==> src/rtl/bus_reg_file_target.sv <==
// rtl/bus_reg_file_target.sv - OCP-style register-file target with access modes, hw set inputs and response queue
//
// Parametrised register file on the slave side of an OCP-style bus segment.
// Each register has an access mode (RW/RO/W1C/W1S), a bus write mask, a reset
// value and a hardware set input. Responses go through a small in-order queue,
// so commands keep being accepted while the master back-pressures responses.
//
// Command / response encodings:
//   m_cmd_i  : 0 = IDLE, 1 = WR, 2 = RD, 3 = treated as IDLE
//   s_resp_o : 0 = NULL, 1 = DVA, 2 = ERR
//
// Ports:
//   clk_i            clock
//   rst_ni           asynchronous active-low reset
//   m_cmd_i          master command
//   m_addr_i         master address
//   m_data_i         master write data
//   m_resp_accept_i  master accepts the current response
//   s_cmd_accept_o   command accepted
//   s_resp_o         response code (head of response queue)
//   s_data_o         response read data
//   regs_in_i        read source for RO registers, REG_WIDTH per register
//   hw_set_i         per-bit set requests, REG_WIDTH per register
//   regs_o           current register contents, REG_WIDTH per register
//   reading_o        combinational read-accept pulse per register
//   writing_o        combinational write-accept pulse per register

module bus_reg_file_target #(
    parameter int unsigned                    NUM_REGS     = 4,
    parameter int unsigned                    ADDR_WIDTH   = 32,
    parameter int unsigned                    REG_WIDTH    = 32,
    parameter logic [ADDR_WIDTH-1:0]          BASE_ADDR    = '0,
    parameter logic [ADDR_WIDTH-1:0]          BASE_MASK    = '1,
    parameter logic [ADDR_WIDTH-1:0]          OFFSET_MASK  = ADDR_WIDTH'(3),
    parameter logic [2*NUM_REGS-1:0]          MODES        = '0,
    parameter logic [REG_WIDTH*NUM_REGS-1:0]  WRITE_MASK   = '1,
    parameter logic [REG_WIDTH*NUM_REGS-1:0]  RESET_VALUES = '0,
    parameter int unsigned                    RESP_DEPTH   = 2
) (
    input  logic                          clk_i,
    input  logic                          rst_ni,
    input  logic [1:0]                    m_cmd_i,
    input  logic [ADDR_WIDTH-1:0]         m_addr_i,
    input  logic [REG_WIDTH-1:0]          m_data_i,
    input  logic                          m_resp_accept_i,
    output logic                          s_cmd_accept_o,
    output logic [1:0]                    s_resp_o,
    output logic [REG_WIDTH-1:0]          s_data_o,
    input  logic [REG_WIDTH*NUM_REGS-1:0] regs_in_i,
    input  logic [REG_WIDTH*NUM_REGS-1:0] hw_set_i,
    output logic [REG_WIDTH*NUM_REGS-1:0] regs_o,
    output logic [NUM_REGS-1:0]           reading_o,
    output logic [NUM_REGS-1:0]           writing_o
);

    localparam logic [1:0] CMD_WR    = 2'd1;
    localparam logic [1:0] CMD_RD    = 2'd2;
    localparam logic [1:0] RESP_NULL = 2'd0;
    localparam logic [1:0] RESP_DVA  = 2'd1;
    localparam logic [1:0] RESP_ERR  = 2'd2;
    localparam logic [1:0] MODE_RW   = 2'd0;
    localparam logic [1:0] MODE_RO   = 2'd1;
    localparam logic [1:0] MODE_W1C  = 2'd2;
    localparam logic [1:0] MODE_W1S  = 2'd3;
    localparam int unsigned CNT_W    = $clog2(RESP_DEPTH + 1);

    logic [REG_WIDTH-1:0]  reg_q    [NUM_REGS];
    logic [REG_WIDTH-1:0]  reg_d    [NUM_REGS];
    // Shift-register queue: entry 0 is the head and drives the outputs directly,
    // so empty slots are kept at NULL/0.
    logic [1:0]            qresp_q  [RESP_DEPTH];
    logic [1:0]            qresp_d  [RESP_DEPTH];
    logic [REG_WIDTH-1:0]  qdata_q  [RESP_DEPTH];
    logic [REG_WIDTH-1:0]  qdata_d  [RESP_DEPTH];
    logic [CNT_W-1:0]      count_q;
    logic [CNT_W-1:0]      count_d;

    logic                  is_wr;
    logic                  is_rd;
    logic                  hit;
    logic                  mapped;
    logic                  pop;
    logic                  cmd_accept;
    logic                  accept;
    logic [ADDR_WIDTH-1:0] offset;
    logic [CNT_W-1:0]      push_idx;
    logic [1:0]            new_resp;
    logic [REG_WIDTH-1:0]  rd_data;
    logic [REG_WIDTH-1:0]  wmask;

    always_comb begin
        is_wr      = (m_cmd_i == CMD_WR);
        is_rd      = (m_cmd_i == CMD_RD);
        hit        = (is_wr || is_rd) &&
                     ((m_addr_i & BASE_MASK & ~OFFSET_MASK) == BASE_ADDR);
        offset     = m_addr_i & OFFSET_MASK;
        // Widened compare so NUM_REGS = 2^ADDR_WIDTH does not wrap to zero.
        mapped     = ({1'b0, offset} < (ADDR_WIDTH + 1)'(NUM_REGS));
        pop        = (qresp_q[0] != RESP_NULL) && m_resp_accept_i;
        cmd_accept = (count_q < CNT_W'(RESP_DEPTH)) || pop;
        accept     = hit && cmd_accept;

        rd_data    = '0;
        reading_o  = '0;
        writing_o  = '0;
        wmask      = '0;
        for (int i = 0; i < NUM_REGS; i++) begin
            reg_d[i] = reg_q[i];
            wmask    = WRITE_MASK[REG_WIDTH*i +: REG_WIDTH];
            if (accept && mapped && (offset == ADDR_WIDTH'(i))) begin
                if (is_rd) begin
                    reading_o[i] = 1'b1;
                    rd_data = (MODES[2*i +: 2] == MODE_RO) ?
                              regs_in_i[REG_WIDTH*i +: REG_WIDTH] : reg_q[i];
                end
                if (is_wr && (MODES[2*i +: 2] != MODE_RO)) begin
                    writing_o[i] = 1'b1;
                    case (MODES[2*i +: 2])
                        MODE_RW:  reg_d[i] = (reg_q[i] & ~wmask) | (m_data_i & wmask);
                        MODE_W1C: reg_d[i] = reg_q[i] & ~(m_data_i & wmask);
                        MODE_W1S: reg_d[i] = reg_q[i] | (m_data_i & wmask);
                        default:  reg_d[i] = reg_q[i];
                    endcase
                end
            end
            // Hardware set lands after the bus update so events beat a W1C.
            if (MODES[2*i +: 2] != MODE_RO) begin
                reg_d[i] = reg_d[i] | hw_set_i[REG_WIDTH*i +: REG_WIDTH];
            end
        end

        new_resp = mapped ? RESP_DVA : RESP_ERR;
        push_idx = count_q - CNT_W'(pop);
        for (int i = 0; i < RESP_DEPTH; i++) begin
            if (pop) begin
                qresp_d[i] = (i + 1 < RESP_DEPTH) ? qresp_q[(i + 1) % RESP_DEPTH] : RESP_NULL;
                qdata_d[i] = (i + 1 < RESP_DEPTH) ? qdata_q[(i + 1) % RESP_DEPTH] : '0;
            end else begin
                qresp_d[i] = qresp_q[i];
                qdata_d[i] = qdata_q[i];
            end
            if (accept && (CNT_W'(i) == push_idx)) begin
                qresp_d[i] = new_resp;
                qdata_d[i] = rd_data;
            end
        end
        count_d = count_q + CNT_W'(accept) - CNT_W'(pop);
    end

    always_ff @(posedge clk_i or negedge rst_ni) begin
        if (!rst_ni) begin
            for (int i = 0; i < NUM_REGS; i++) begin
                reg_q[i] <= RESET_VALUES[REG_WIDTH*i +: REG_WIDTH];
            end
            for (int i = 0; i < RESP_DEPTH; i++) begin
                qresp_q[i] <= RESP_NULL;
                qdata_q[i] <= '0;
            end
            count_q <= '0;
        end else begin
            for (int i = 0; i < NUM_REGS; i++) begin
                reg_q[i] <= reg_d[i];
            end
            for (int i = 0; i < RESP_DEPTH; i++) begin
                qresp_q[i] <= qresp_d[i];
                qdata_q[i] <= qdata_d[i];
            end
            count_q <= count_d;
        end
    end

    always_comb begin
        for (int i = 0; i < NUM_REGS; i++) begin
            regs_o[REG_WIDTH*i +: REG_WIDTH] = reg_q[i];
        end
    end

    assign s_cmd_accept_o = cmd_accept;
    assign s_resp_o       = qresp_q[0];
    assign s_data_o       = qdata_q[0];

endmodule
==> config.mk <==
export PLATFORM = sky130hd
export DESIGN_NAME = bus_reg_file_target
export DESIGN_NICKNAME = d
export VERILOG_FILES = /design/src/rtl/bus_reg_file_target.sv
export SDC_FILE = /design/constraint.sdc
export NUM_CORES = 1
export LEC_CHECK = 0
export CORE_AREA = 3 3 192 194
export CTS_CLUSTER_DIAMETER = 50
export DETAILED_ROUTE_END_ITERATION = 8
export DIE_AREA = 0 0 195 197
export PLACE_DENSITY_LB_ADDON = 0.12
export SYNTH_ARGS = -nofsm -noshare
export SYNTH_HDL_FRONTEND = slang
export SYNTH_SLANG_ARGS = --single-unit
export TNS_END_PERCENT = 10
==> constraint.sdc <==
create_clock -name clk_i -period 3.95 [get_ports clk_i]
set_input_delay 0.9875 -clock clk_i [delete_from_list [all_inputs] [get_ports clk_i]]
set_output_delay 0.9875 -clock clk_i [all_outputs]
set_load 0.05 [all_outputs]
==> Word-level counts from Yosys, hierarchy flattened <==
Index checks and enable logic that the tools add are counted.
{ "totals": {"ff_bits": 198, "latchBits": 0, "ramBits": 0, "romBits": 0, "input_bits": 325, "output_inout_bits": 171, "wordCells": 77, "mem_count": 0} }
{ "op_classes": {"add_sub_neg": 3, "multipliers": 0, "div": 0, "magnitude_cmp": 2, "n_eq_ne": 6, "shifts": 0, "n_mux": 35, "n_bitwise": 4, "reduce_logical": 18} }
{ "op_table": {"columns": ["op", "n"], "rows": [
  ["$mux 32", 20],
  ["$or 32x32->32", 4],
  ["$logic_not 32->1", 2],
  ["$logic_and 1x1->1", 10],
  ["$mux 1", 10],
  ["$mux 2", 5],
  ["$eq 2x2->1 const B", 3],
  ["$reduce_bool 2->1", 3],
  ["$eq 2x1->1 const B", 2],
  ["$sub 2x1->2", 2],
  ["$lt 2x3->1 const B", 1],
  ["$add 2x1->2", 1],
  ["$eq 1x2->1 const A", 1],
  ["$logic_not 2->1", 1],
  ["$logic_or 1x1->1", 2],
  ["$lt 2x2->1 const B", 1]
]} }

==> Longest topological paths before layout <==
Gate-level depths: netlist of the first run.
{ "depth": {"word_depth": 14, "depth_mapped": 11} }

==> Worst setup path after synthesis of the first run <==
Ideal clock, no wire load.
{ "synth_path": {"kind": "input-to-output", "start": "in m_cmd_i[0]", "end": "out reading_o[1]", "arrival_ns": 3.134, "required_time_ns": 2.963, "path_slack_ns": -0.172, "path_stages": 7, "n_path_buf": 0, "cell_sequence": "inv_1 > ha_1 > nor4_2 > nand4_2 > nor2_1 > nand3_1 > nor3b_1"} }
{ "synth_between": {"elab_chain_cells": 7, "word_cells_on_any_way": 9} }
{ "synth_lines": {"columns": ["item", "line", "source"], "rows": [
  ["start: declaration", "42", "input logic [1:0] m_cmd_i,"],
  ["$eq 2x1->1 / $eq 2x2->1 (equally long branches)", "92, 93", null],
  ["$logic_or 1x1->1", "94", "hit = (is_wr || is_rd) &&"],
  ["$logic_and 1x1->1", "94", null],
  ["$logic_and 1x1->1", "101", "accept = hit && cmd_accept;"],
  ["$logic_and 1x1->1 (2 in series)", "110", "if (accept && mapped && (offset == ADDR_WIDTH'(i))) begin"],
  ["$mux 1 *", "110", null],
  ["end: declaration", "52", "output logic [NUM_REGS-1:0] reading_o,"]
]} }
Mark *: on every way between the ends. The rest lies on a longest branch, timed or not.

==> Final worst setup path of the first run <==
{ "layout_path": {"start": "in m_resp_accept_i", "end": "out writing_o[3]"} }
{ "layout_between": {"elab_chain_cells": 6} }
{ "layout_lines": {"columns": ["item", "line", "source"], "rows": [
  ["start: declaration", "45", "input logic m_resp_accept_i,"],
  ["$logic_and 1x1->1", "99", "pop = (qresp_q[0] != RESP_NULL) && m_resp_accept_i;"],
  ["$logic_or 1x1->1", "100", "cmd_accept = (count_q < CNT_W'(RESP_DEPTH)) || pop;"],
  ["$logic_and 1x1->1", "101", null],
  ["$logic_and 1x1->1 (2 in series)", "110", null],
  ["$mux 1", "110", null],
  ["end: declaration", "53", "output logic [NUM_REGS-1:0] writing_o"]
]} }
Every way passes these cells.

==> impl_metrics.py, run 1 <==
metrics = {
    "critical_path": {
        "crit_arrival_ps": 2890,
        "critical_path_class": "input port to primary output",
        "cp_max_fo": 4,
        "reg2reg_slack_ps": 1270,
        "crit_required_ps": 2960,
        "cp-end-kind": "primary output",
        "startpoint_type": "input port",
    },
    "sta": {
        "rsz0062_at_grt": "no",
        "finalHoldViolations": 0,
        "maxSlewHeadroom": 0.464,
        "worstMarginPinSlew_ps": 804,
        "finalSetupTns_ps": 0,
        "setup_ws_ps": 75.9,
        "holdWs_ps": 502,
        "drv_slew": 0,
        "fin_skew_ps": 8.56,
        "fmax_ghz": 0.258,
        "period_share": 0.981,
        "finalSetupViolations": 0,
        "fin_crit_ps": 3870,
    },
    "global_route": {
        "grt_usage": 0.199,
        "use_met2": 0.330,
        "globalRouteOverflowTotal": 0,
        "grt_pass1_vias": 9383,
        "grt_busiest_layer": "met2",
        "gr-usage-met3": 0.0733,
        "grt_start_max_net_pins": 81,
        "grt_pass1_wl_um": 58500,
        "grt_antenna_before_repair": 2,
        "grt_use_met1": 0.248,
    },
    "outcome": {
        "status": "finished clean",
    },
    "place": {
        "hpwl_um": 27600,
        "dp_slack_ps": -111,
        "gp_routability_congestion": 0.762,
        "port_buffers": 366,
    },
    "power_and_ir_drop": {
        "p_int_w": 0.00341,
        "p_seq_frac": 0.453,
        "p_clk_frac": 0.453,
        "power_frac_comb": 0.094,
        "vdd_drop_max_v": 0.000293,
        "p_sw_frac": 0.228,
        "p_sw_w": 0.00101,
        "p_leak_nw": 5.60,
        "p_per_area_nw_per_um2": 295,
    },
    "logic_synthesis": {
        "synth_top_flop_cell": "dfrtp_1",
        "synth_most_common_cell": "nor2_1",
        "yosysTopAreaCell": "dfrtp_1",
        "synth_edf_count": 0,
        "ys_types": 42,
        "synth.top_cells.by_count": "230 x nor2_1, 196 x dfrtp_1, 160 x mux2i_1, 99 x nand2_1, 41 x clkbuf_1",
        "async_flop_share": 1.00,
        "seq_area_frac_synth": 0.484,
        "synth.cell_area_um2": 10100,
        "syn-mean-instance-area_um2": 9.55,
        "syn_nets": 1391,
        "synth_area_leaders": "dfrtp_1 48%, mux2i_1 16%, nor2_1 8.5%",
        "synth_cells": 1061,
        "synth_seq_cells": 196,
        "netlist.area_leader.share": 0.484,
        "ys_warn_count": 0,
    },
    "layout": {
        "antenna_cells": 0,
        "drive_gt1_frac": 0.0769,
        "n_fill_cell": 3456,
        "multi_input_area_um2": 4740,
        "seqCellArea_um2": 4900,
        "area_growth_pct": 48.1,
        "finalNetCount": 1722,
        "final_util": 0.424,
    },
    "floorplanning": {
        "die-area_um2": 38400,
        "core_area_um2": 35400,
        "start_util": 0.286,
        "io_pins": 496,
        "rows": 69,
        "die_h_um": 197,
        "die-width_um": 195,
    },
    "cts": {
        "cts_max_path_buffers": 2,
        "clock-sinks": 196,
        "postCtsHoldBufs": 0,
        "root_buffer": "clkbuf_16",
        "path_clk_slew_ps": 70,
        "clk_latency_ps": 440,
        "cts_max_level": 4,
        "numCtsBuffers": 17,
        "tritoncts": "done",
    },
    "routing": {
        "dr.pass1.iters": 5,
        "vias": 9067,
        "avgViaCountPerCell": 4.86,
        "drt_iter0_markers": 512,
        "wirelength_um": 38900,
        "avgRoutedWirePerCell_um": 20.8,
        "ant_nets": 0,
        "route.detailed.drc": 0,
    },
    "hold_path": {
        "hold_path.class": "flop to flop",
    },
    "flow_run": {
        "drv_cap": 0,
    },
}
[per-layer routing]
| layer | vias to the layer above | share of wire |
|---|---|---|
| met5 | - | 0.00087 |
| met4 | 4 | 0.013 |
| met3 | 30 | 0.085 |
| met2 | 287 | 0.47 |
| met1 | 4406 | 0.43 |
| li1 | 4340 | - |
[power by group through the flow]
| stage | Sequential (W) | Clock (W) | Combinational, W |
|---|---|---|---|
| floorplan | 0.00205 | 0 | 0.0000918 |
| global placement | 0.00204 | 0 | 0.000416 |
| detailed placement | 0.00204 | 0 | 0.000416 |
| CTS | 0.00200 | 0.00206 | 0.000421 |
| global route | 0.00200 | 0.00215 | 0.000451 |
| finish | 0.00200 | 0.00200 | 0.000414 |
[stage by stage]
| step | total power (W) | std cells | instance area (um2) |
|---|---|---|---|
| 2_1_floorplan | 0.00214 | 1061 | 10100 |
| 3_3_place_gp | 0.00246 | 1833 | 14300 |
| 3_5_place_dp | 0.00246 | 1833 | 14300 |
| 4_1_cts | 0.00449 | 1865 | 15000 |
| 5_1_grt | 0.00460 | 1866 | 15000 |
| 6_report | 0.00442 | 1866 | 15000 |
[cell usage in the layout (no fill, tap or decap), types with 27 or more instances in the layout]
cell type        instances
a21oi_1                 32
nor2_1                 230
nand2_1                 98
buf_4                   39
a32oi_1                 31
clkdlybuf4s50_1        352
nor3_1                  34
mux2i_1                160
o211ai_1                31
nor2b_1                 32
dfrtp_1                196
o21ai_0                 27
o22ai_1                 32
[critical path: stages]
cell	delay (ps)
clkdlybuf4s50_1	530
a21bo_2	200
nand3_1	270
or2_4	360
nor4_4	340
buf_12	190
[area by class of cell]
cell class	instances	area share
clock buffers	21	0.0313
clock inverters	11	0.0130
inverters	7	0.00175
repair buffers	408	0.273
multi-input cells	762	0.316
well taps	461	0.0384
flip-flops and latches	196	0.327
[logic make-up after synthesis]
logic type      count (synthesis)  synth area share
xor+xnor                        3           0.00259
fa+ha+maj                       5           0.00617
flops                         196             0.484
simple gates                  429             0.187
mux                           160             0.158
other cells                     1          0.000370
compound gates                164             0.106
buf+inv                       103            0.0558
[flip-flops by register name, summed over array words and instances (netlist names)]
register / count
s_resp_o: 1
qresp_q: 1
count_q: 2
qdata_q: 32
regs_o: 128
s_data_o: 32
[path summary, 6_finish.rpt]
check                      depth (start not counted)             from           end
setup / recovery                                   6  m_resp_accept_i  writing_o[3]
hold reg to reg                                    2      qdata_q[30]   qdata_q[30]
max in group asynchronous                          2           rst_ni    regs_o[61]
setup reg to reg                                   6       count_q[1]    regs_o[96]
min in group asynchronous                          1           rst_ni    regs_o[18]
hold / removal                                     2      qdata_q[30]   qdata_q[30]
[what timing repair did]
action,in CTS,in global routing
gates resized for setup,6,0
cloned,0,0
buffers inserted,0,1
pin swaps,3,2
endpoints found under the setup margin,5,1
(Power assumes the default switching activity.)
==> run 2, diff against run 1 <==
--- a/config.mk
+++ b/config.mk
@@ -5,10 +5,11 @@
 export SDC_FILE = /design/constraint.sdc
 export NUM_CORES = 1
 export LEC_CHECK = 0
-export CORE_AREA = 3 3 192 194
+export ABC_AREA = 1
+export CORE_AREA = 3 3 190 192
 export CTS_CLUSTER_DIAMETER = 50
 export DETAILED_ROUTE_END_ITERATION = 8
-export DIE_AREA = 0 0 195 197
+export DIE_AREA = 0 0 193 195
 export PLACE_DENSITY_LB_ADDON = 0.12
 export SYNTH_ARGS = -nofsm -noshare
 export SYNTH_HDL_FRONTEND = slang
==> run 2 against run 1 <==
Sequential power about the same; worst setup slack got worse by 1.2 ps; die area shrank 2.0%; combinational power up 2%; critical path type unchanged; largest cell class unchanged; largest power group unchanged; highest routed layer is now met4.
==> impl_metrics.py, run 2 <==
metrics = {
    "logic_synthesis": {
        "ys_warn_count": 0,
        "syn_nets": 1737,
        "synth_top_family_by_area": "simple AND/OR/NAND/NOR gates",
        "yosysTopAreaCell": "dfrtp_1",
        "async_flop_share": 1.00,
        "netlist.area_leader.share": 0.458,
        "ys_types": 32,
        "synth.top_cells.by_count": "531 x nand2_1, 196 x dfrtp_1, 123 x o21ai_0, 90 x inv_1, 84 x nand3b_1",
        "synth_cells": 1407,
        "seq_area_frac_synth": 0.458,
        "synth_seq_cells": 196,
        "synth_simple_gate_area_share": 0.323,
        "synth_edf_count": 0,
        "synthAdderAreaFrac": 0.00584,
        "synthMuxAreaShare": 0,
        "synth.cell_area_um2": 10700,
        "syn-mean-instance-area_um2": 7.61,
        "synth_top_flop_cell": "dfrtp_1",
        "synth_area_leaders": "dfrtp_1 46%, nand2_1 19%, nand3b_1 5.9%",
        "synthXorXnorAreaFrac": 0.00164,
        "synth_most_common_cell": "nand2_1",
        "synth_compound_area_frac": 0.109,
    },
    "routing": {
        "topRoutingLayerUsed": "met4",
        "wl_met1_um": 20900,
        "ant_nets": 0,
        "avgViaCountPerCell": 5.00,
        "avgRoutedWirePerCell_um": 21.3,
        "dr.pass1.iters": 5,
        "wirelength_um": 46500,
        "wl_met2_um": 20600,
        "vias": 10900,
        "drt_iter0_markers": 726,
        "route.detailed.drc": 0,
        "route.met3.wl_um": 4000,
    },
    "floorplanning": {
        "rows": 68,
        "die-area_um2": 37600,
        "start_util": 0.310,
        "core_area_um2": 34500,
        "io_pins": 496,
        "die-width_um": 193,
        "die_h_um": 195,
    },
    "critical_path": {
        "startpoint": "m_cmd_i[0]",
        "crit_arrival_ps": 2890,
        "timing.rr.start": "s_resp_o[0]",
        "startpoint_type": "input port",
        "crit_required_ps": 2960,
        "cp_max_fo": 4,
        "r2r-end": "s_data_o[6]",
        "rr_worst_depth": 12,
        "reg2reg_slack_ps": 1230,
        "critical_path_class": "input port to primary output",
        "cp-end-kind": "primary output",
    },
    "outcome": {
        "status": "finished clean",
    },
    "place": {
        "placed_area_um2": 14700,
        "port_buffers": 366,
        "hpwl_um": 33000,
        "dp.cells": 2143,
        "gp_routability_congestion": 0.876,
    },
    "layout": {
        "layout_common_cells": "530 x nand2_1, 356 x clkdlybuf4s50_1, 196 x dfrtp_1",
        "multi_input_area_um2": 4750,
        "drive_gt1_frac": 0.0662,
        "instances_no_fill": 2179,
        "final_common_cell": "nand2_1",
        "fin_area_um2": 15300,
        "area_growth_pct": 43.1,
        "final_util": 0.444,
        "largest_reg_flops": 128,
        "n_fill_cell": 3556,
        "seqCellArea_um2": 4900,
        "finalNetCount": 2038,
    },
    "global_route": {
        "grt_start_max_net_pins": 107,
        "grt_pass1_vias": 10800,
        "grt_antenna_before_repair": 3,
        "globalRouteOverflowTotal": 0,
        "grt_pass1_wl_um": 68600,
        "grt_usage": 0.244,
    },
    "sta": {
        "period_share": 0.981,
        "fin_skew_ps": 14.3,
        "holdWs_ps": 482,
        "worstMarginPinSlew_ps": 835,
        "finalHoldViolations": 0,
        "finalSetupTns_ps": 0,
        "fmax_ghz": 0.258,
        "fin_crit_ps": 3880,
        "maxSlewHeadroom": 0.443,
        "finalSetupViolations": 0,
        "rsz0062_at_grt": "yes",
        "drv_slew": 0,
    },
    "hold_path": {
        "min_path_cells": 2,
        "hold_path.class": "flop to flop",
        "whs_endpoint": "qdata_q[18]",
        "worstHoldStart": "qdata_q[18]",
    },
    "cts": {
        "path_clk_slew_ps": 80,
        "cts_max_path_buffers": 2,
        "root_buffer": "clkbuf_16",
        "tritoncts": "done",
        "cts_max_level": 4,
        "clock-sinks": 196,
        "clk_latency_ps": 440,
        "numCtsBuffers": 17,
    },
    "power_and_ir_drop": {
        "p_per_area_nw_per_um2": 278,
        "p_leak_nw": 6.68,
        "p_sw_w": 0.00113,
        "power_frac_comb": 0.099,
        "p_int_w": 0.00313,
        "p_clk_frac": 0.430,
        "p_seq_frac": 0.471,
        "p_sw_frac": 0.265,
        "vdd_drop_max_v": 0.000285,
    },
    "flow_run": {
        "drv_cap": 0,
    },
}
==> run 2: cell count changes after synthesis, sizes merged, moves of 35 or more <==
cell / delta
mux2i: -160
o21ai: +97
nor3: -35
nand4: +63
nand3b: +83
inv: +84
nand2: +437
nor2: -198
==> run 2: how the worst max path moves through the flow <==
stage | endpoint | slack, ps | cells past startpoint
2_1_floorplan | reading_o[2] | 40 | 9
3_3_place_gp | s_data_o[1] | 20 | 14
3_5_place_dp | reading_o[0] | 20 | 9
4_1_cts | reading_o[0] | 10 | 9
5_1_grt | reading_o[2] | -30 | 11
6_report | reading_o[2] | 70 | 11
==> run 2: cells by family after synthesis <==
group,count (synthesis)
AO/OA/AOI/OAI,218
buffers and inverters,231
XOR/XNOR,2
flip-flops,196
other,1
AND/OR/NAND/NOR,754
adder cells (fa/ha/maj),5
==> run 2: layer usage <==
layer | track usage | vias up
met5 | 0 | -
met4 | 0.0646 | 0
met3 | 0.0795 | 48
met2 | 0.366 | 410
met1 | 0.339 | 5278
li1 | - | 5150
==> run 2: per-stage QoR <==
step / setup WS (ps) / power, W
final: 74.7 / 0.00425
after global routing: -34.0 / 0.00442
after detailed placement: 18.2 / 0.00247
after floorplan: 37.7 / 0.00215
after global placement: 15.8 / 0.00247
after CTS: 11.4 / 0.00430
==> run 2: repair_timing <==
item	in CTS	in global routing
hold buffers	0	0
gates resized for setup	0	3
buffers inserted	0	1
endpoints found under the setup margin	0	6
==> run 2: critical path: stages <==
cell and delay (ps):
clkdlybuf4s50_1 480, inv_1 70, ha_4 250, nor2_1 120, nand2_1 100, nor2_4 130, nand2_2 120, nor2_4 160
nand2_2 140, nor2_2 160, buf_12 150
==> run 2: power by group through the flow <==
stage	Clock (W)	Combinational [W]	Sequential (W)
floorplan	0	0.000109	0.00205
finish	0.00183	0.000422	0.00200
detailed placement	0	0.000423	0.00204
CTS	0.00187	0.000424	0.00200
global placement	0	0.000421	0.00204
global route	0.00196	0.000456	0.00200
==> run 2: area by class of cell <==
class	instances	share of cell area
timing repair buffer	412	0.269
clock inverter	15	0.0105
clock buffer	17	0.0278
sequential	196	0.320
inverter	101	0.0248
multi-input combinational	980	0.310
antenna	3	0.000490
tap	455	0.0372
==> run 3, diff against run 2 <==
--- a/config.mk
+++ b/config.mk
@@ -10,8 +10,9 @@
 export CTS_CLUSTER_DIAMETER = 50
 export DETAILED_ROUTE_END_ITERATION = 8
 export DIE_AREA = 0 0 193 195
+export MAX_ROUTING_LAYER = met4
 export PLACE_DENSITY_LB_ADDON = 0.12
 export SYNTH_ARGS = -nofsm -noshare
 export SYNTH_HDL_FRONTEND = slang
 export SYNTH_SLANG_ARGS = --single-unit
-export TNS_END_PERCENT = 10
+export TNS_END_PERCENT = 5
==> run 3 against run 2 <==
Fmax about the same; clock skew grew 0.63 ps; largest power group unchanged; highest routed layer unchanged; critical path depth unchanged; critical path type unchanged; first-iteration DRC count shrank 6.6%; power decreased by 0.12%; cell area barely moved; die area unchanged; non-clock buffer count is the same; worst setup slack better by 3.5 ps; global-route usage increased by 0.68 points; sequential share of layout area is essentially flat; sequential power about the same.
==> impl_metrics.py, run 3 (synthesis gave the netlist of run 2 again) <==
metrics = {
    "power_and_ir_drop": {
        "p_seq_frac": 0.472,
        "p_leak_nw": 6.68,
        "p_per_area_nw_per_um2": 277,
        "total_power_w": 0.00425,
        "vdd_drop_max_v": 0.000285,
        "p_int_w": 0.00313,
        "p_sw_w": 0.00112,
        "p_clk_frac": 0.429,
        "power_frac_comb": 0.099,
        "p_sw_frac": 0.264,
    },
    "layout": {
        "instances_no_fill": 2180,
        "final_common_cell": "nand2_1",
        "area_growth_pct": 43.1,
        "final_util": 0.444,
        "layout_common_cells": "530 x nand2_1, 356 x clkdlybuf4s50_1, 196 x dfrtp_1",
        "largest_reg_flops": 128,
        "finalNetCount": 2038,
        "n_fill_cell": 3556,
        "seqCellArea_um2": 4900,
        "multi_input_area_um2": 4750,
        "drive_gt1_frac": 0.0662,
    },
    "cts": {
        "cts_max_path_buffers": 2,
        "postCtsHoldBufs": 0,
        "clk_latency_ps": 440,
        "cts_max_level": 4,
        "path_clk_slew_ps": 70,
        "numCtsBuffers": 17,
        "root_buffer": "clkbuf_16",
        "tritoncts": "done",
        "clock-sinks": 196,
    },
    "sta": {
        "maxSlewHeadroom": 0.442,
        "period_share": 0.980,
        "fmax_ghz": 0.258,
        "holdWs_ps": 482,
        "fin_skew_ps": 14.9,
        "rsz0062_at_grt": "yes",
        "finalSetupTns_ps": 0,
        "fin_crit_ps": 3870,
        "finalSetupViolations": 0,
        "worstMarginPinSlew_ps": 837,
        "finalHoldViolations": 0,
        "drv_slew": 0,
    },
    "outcome": {
        "status": "finished clean",
    },
    "global_route": {
        "grt_use_met1": 0.338,
        "grt_pass1_vias": 10800,
        "globalRouteOverflowTotal": 0,
        "grt_pass1_wl_um": 68500,
        "grt_antenna_before_repair": 3,
        "grt_busiest_layer": "met2",
        "grt_usage": 0.251,
        "grt_start_max_net_pins": 107,
        "use_met2": 0.367,
        "gr-usage-met3": 0.0776,
    },
    "routing": {
        "wirelength_um": 46400,
        "dr.pass1.iters": 5,
        "avgViaCountPerCell": 4.97,
        "route.detailed.drc": 0,
        "avgRoutedWirePerCell_um": 21.3,
        "vias": 10800,
        "ant_nets": 0,
        "drt_iter0_markers": 678,
    },
    "place": {
        "port_buffers": 366,
        "hpwl_um": 33000,
        "gp_routability_congestion": 0.891,
        "dp.cells": 2143,
    },
    "hold_path": {
        "hold_path.class": "flop to flop",
    },
    "floorplanning": {
        "io_pins": 496,
        "start_util": 0.310,
        "die-area_um2": 37600,
        "die_h_um": 195,
        "core_area_um2": 34500,
        "rows": 68,
        "die-width_um": 193,
    },
    "critical_path": {
        "critical_path_class": "input port to primary output",
        "crit_arrival_ps": 2880,
        "cp_max_fo": 4,
        "crit_required_ps": 2960,
        "cp-end-kind": "primary output",
        "startpoint_type": "input port",
    },
    "flow_run": {
        "drv_cap": 0,
    },
}
[run 3: worst max-delay path: stages]
cell and delay (ps):
clkdlybuf4s50_1 480, inv_1 70, ha_4 250, nor2_1 120, nand2_1 100, nor2_4 130
nand2_2 120, nor2_4 160, nand2_2 140, nor2_2 160, buf_12 150
[run 3: final timing paths]
| path | end | cells after the start | startpoint | slack (ps) |
|---|---|---|---|---|
| max | reading_o[2] | 11 | m_cmd_i[0] | 80 |
| min | qdata_q[21] | 2 | qdata_q[21] | 480 |
| max reg2reg | s_data_o[6] | 12 | s_resp_o[0] | 1230 |
| min reg2reg | qdata_q[21] | 2 | qdata_q[21] | 480 |
| max in group asynchronous | regs_o[95] | 2 | rst_ni | 2460 |
| min in group asynchronous | s_data_o[10] | 1 | rst_ni | 650 |
[run 3: power by group through the flow]
stage / combinational, W / sequential, W / clock (W)
CTS: 0.000424 / 0.00200 / 0.00187
detailed placement: 0.000423 / 0.00204 / 0
finish: 0.000422 / 0.00200 / 0.00182
global route: 0.000456 / 0.00200 / 0.00196
floorplan: 0.000109 / 0.00205 / 0
global placement: 0.000421 / 0.00204 / 0
[run 3: cell type report]
class                   instances  area share
inverters                     101      0.0248
well taps                     455      0.0371
diodes                          4    0.000653
clock inverters                15      0.0104
multi-input cells             980       0.310
flip-flops and latches        196       0.320
clock buffers                  17      0.0278
repair buffers                412       0.269
[run 3: routing by layer]
| layer | up-vias | routed length [um] |
|---|---|---|
| li1 | 5144 | - |
| met1 | 5211 | 20800 |
| met2 | 423 | 20600 |
| met3 | 54 | 4010 |
| met4 | 0 | 998 |
| met5 | - | 0 |
[run 3: what timing repair did]
action / CTS / global route
gates resized for setup: 0 / 3
buffers inserted: 0 / 1
setup endpoints to repair: 0 / 6
[run 3: metrics by stage]
stage	instance area, um2	worst slack, ps
floorplan	10700	37.7
global placement	14700	15.8
detailed placement	14700	18.2
CTS	15300	11.4
global route	15300	-34.0
finish	15300	78.1
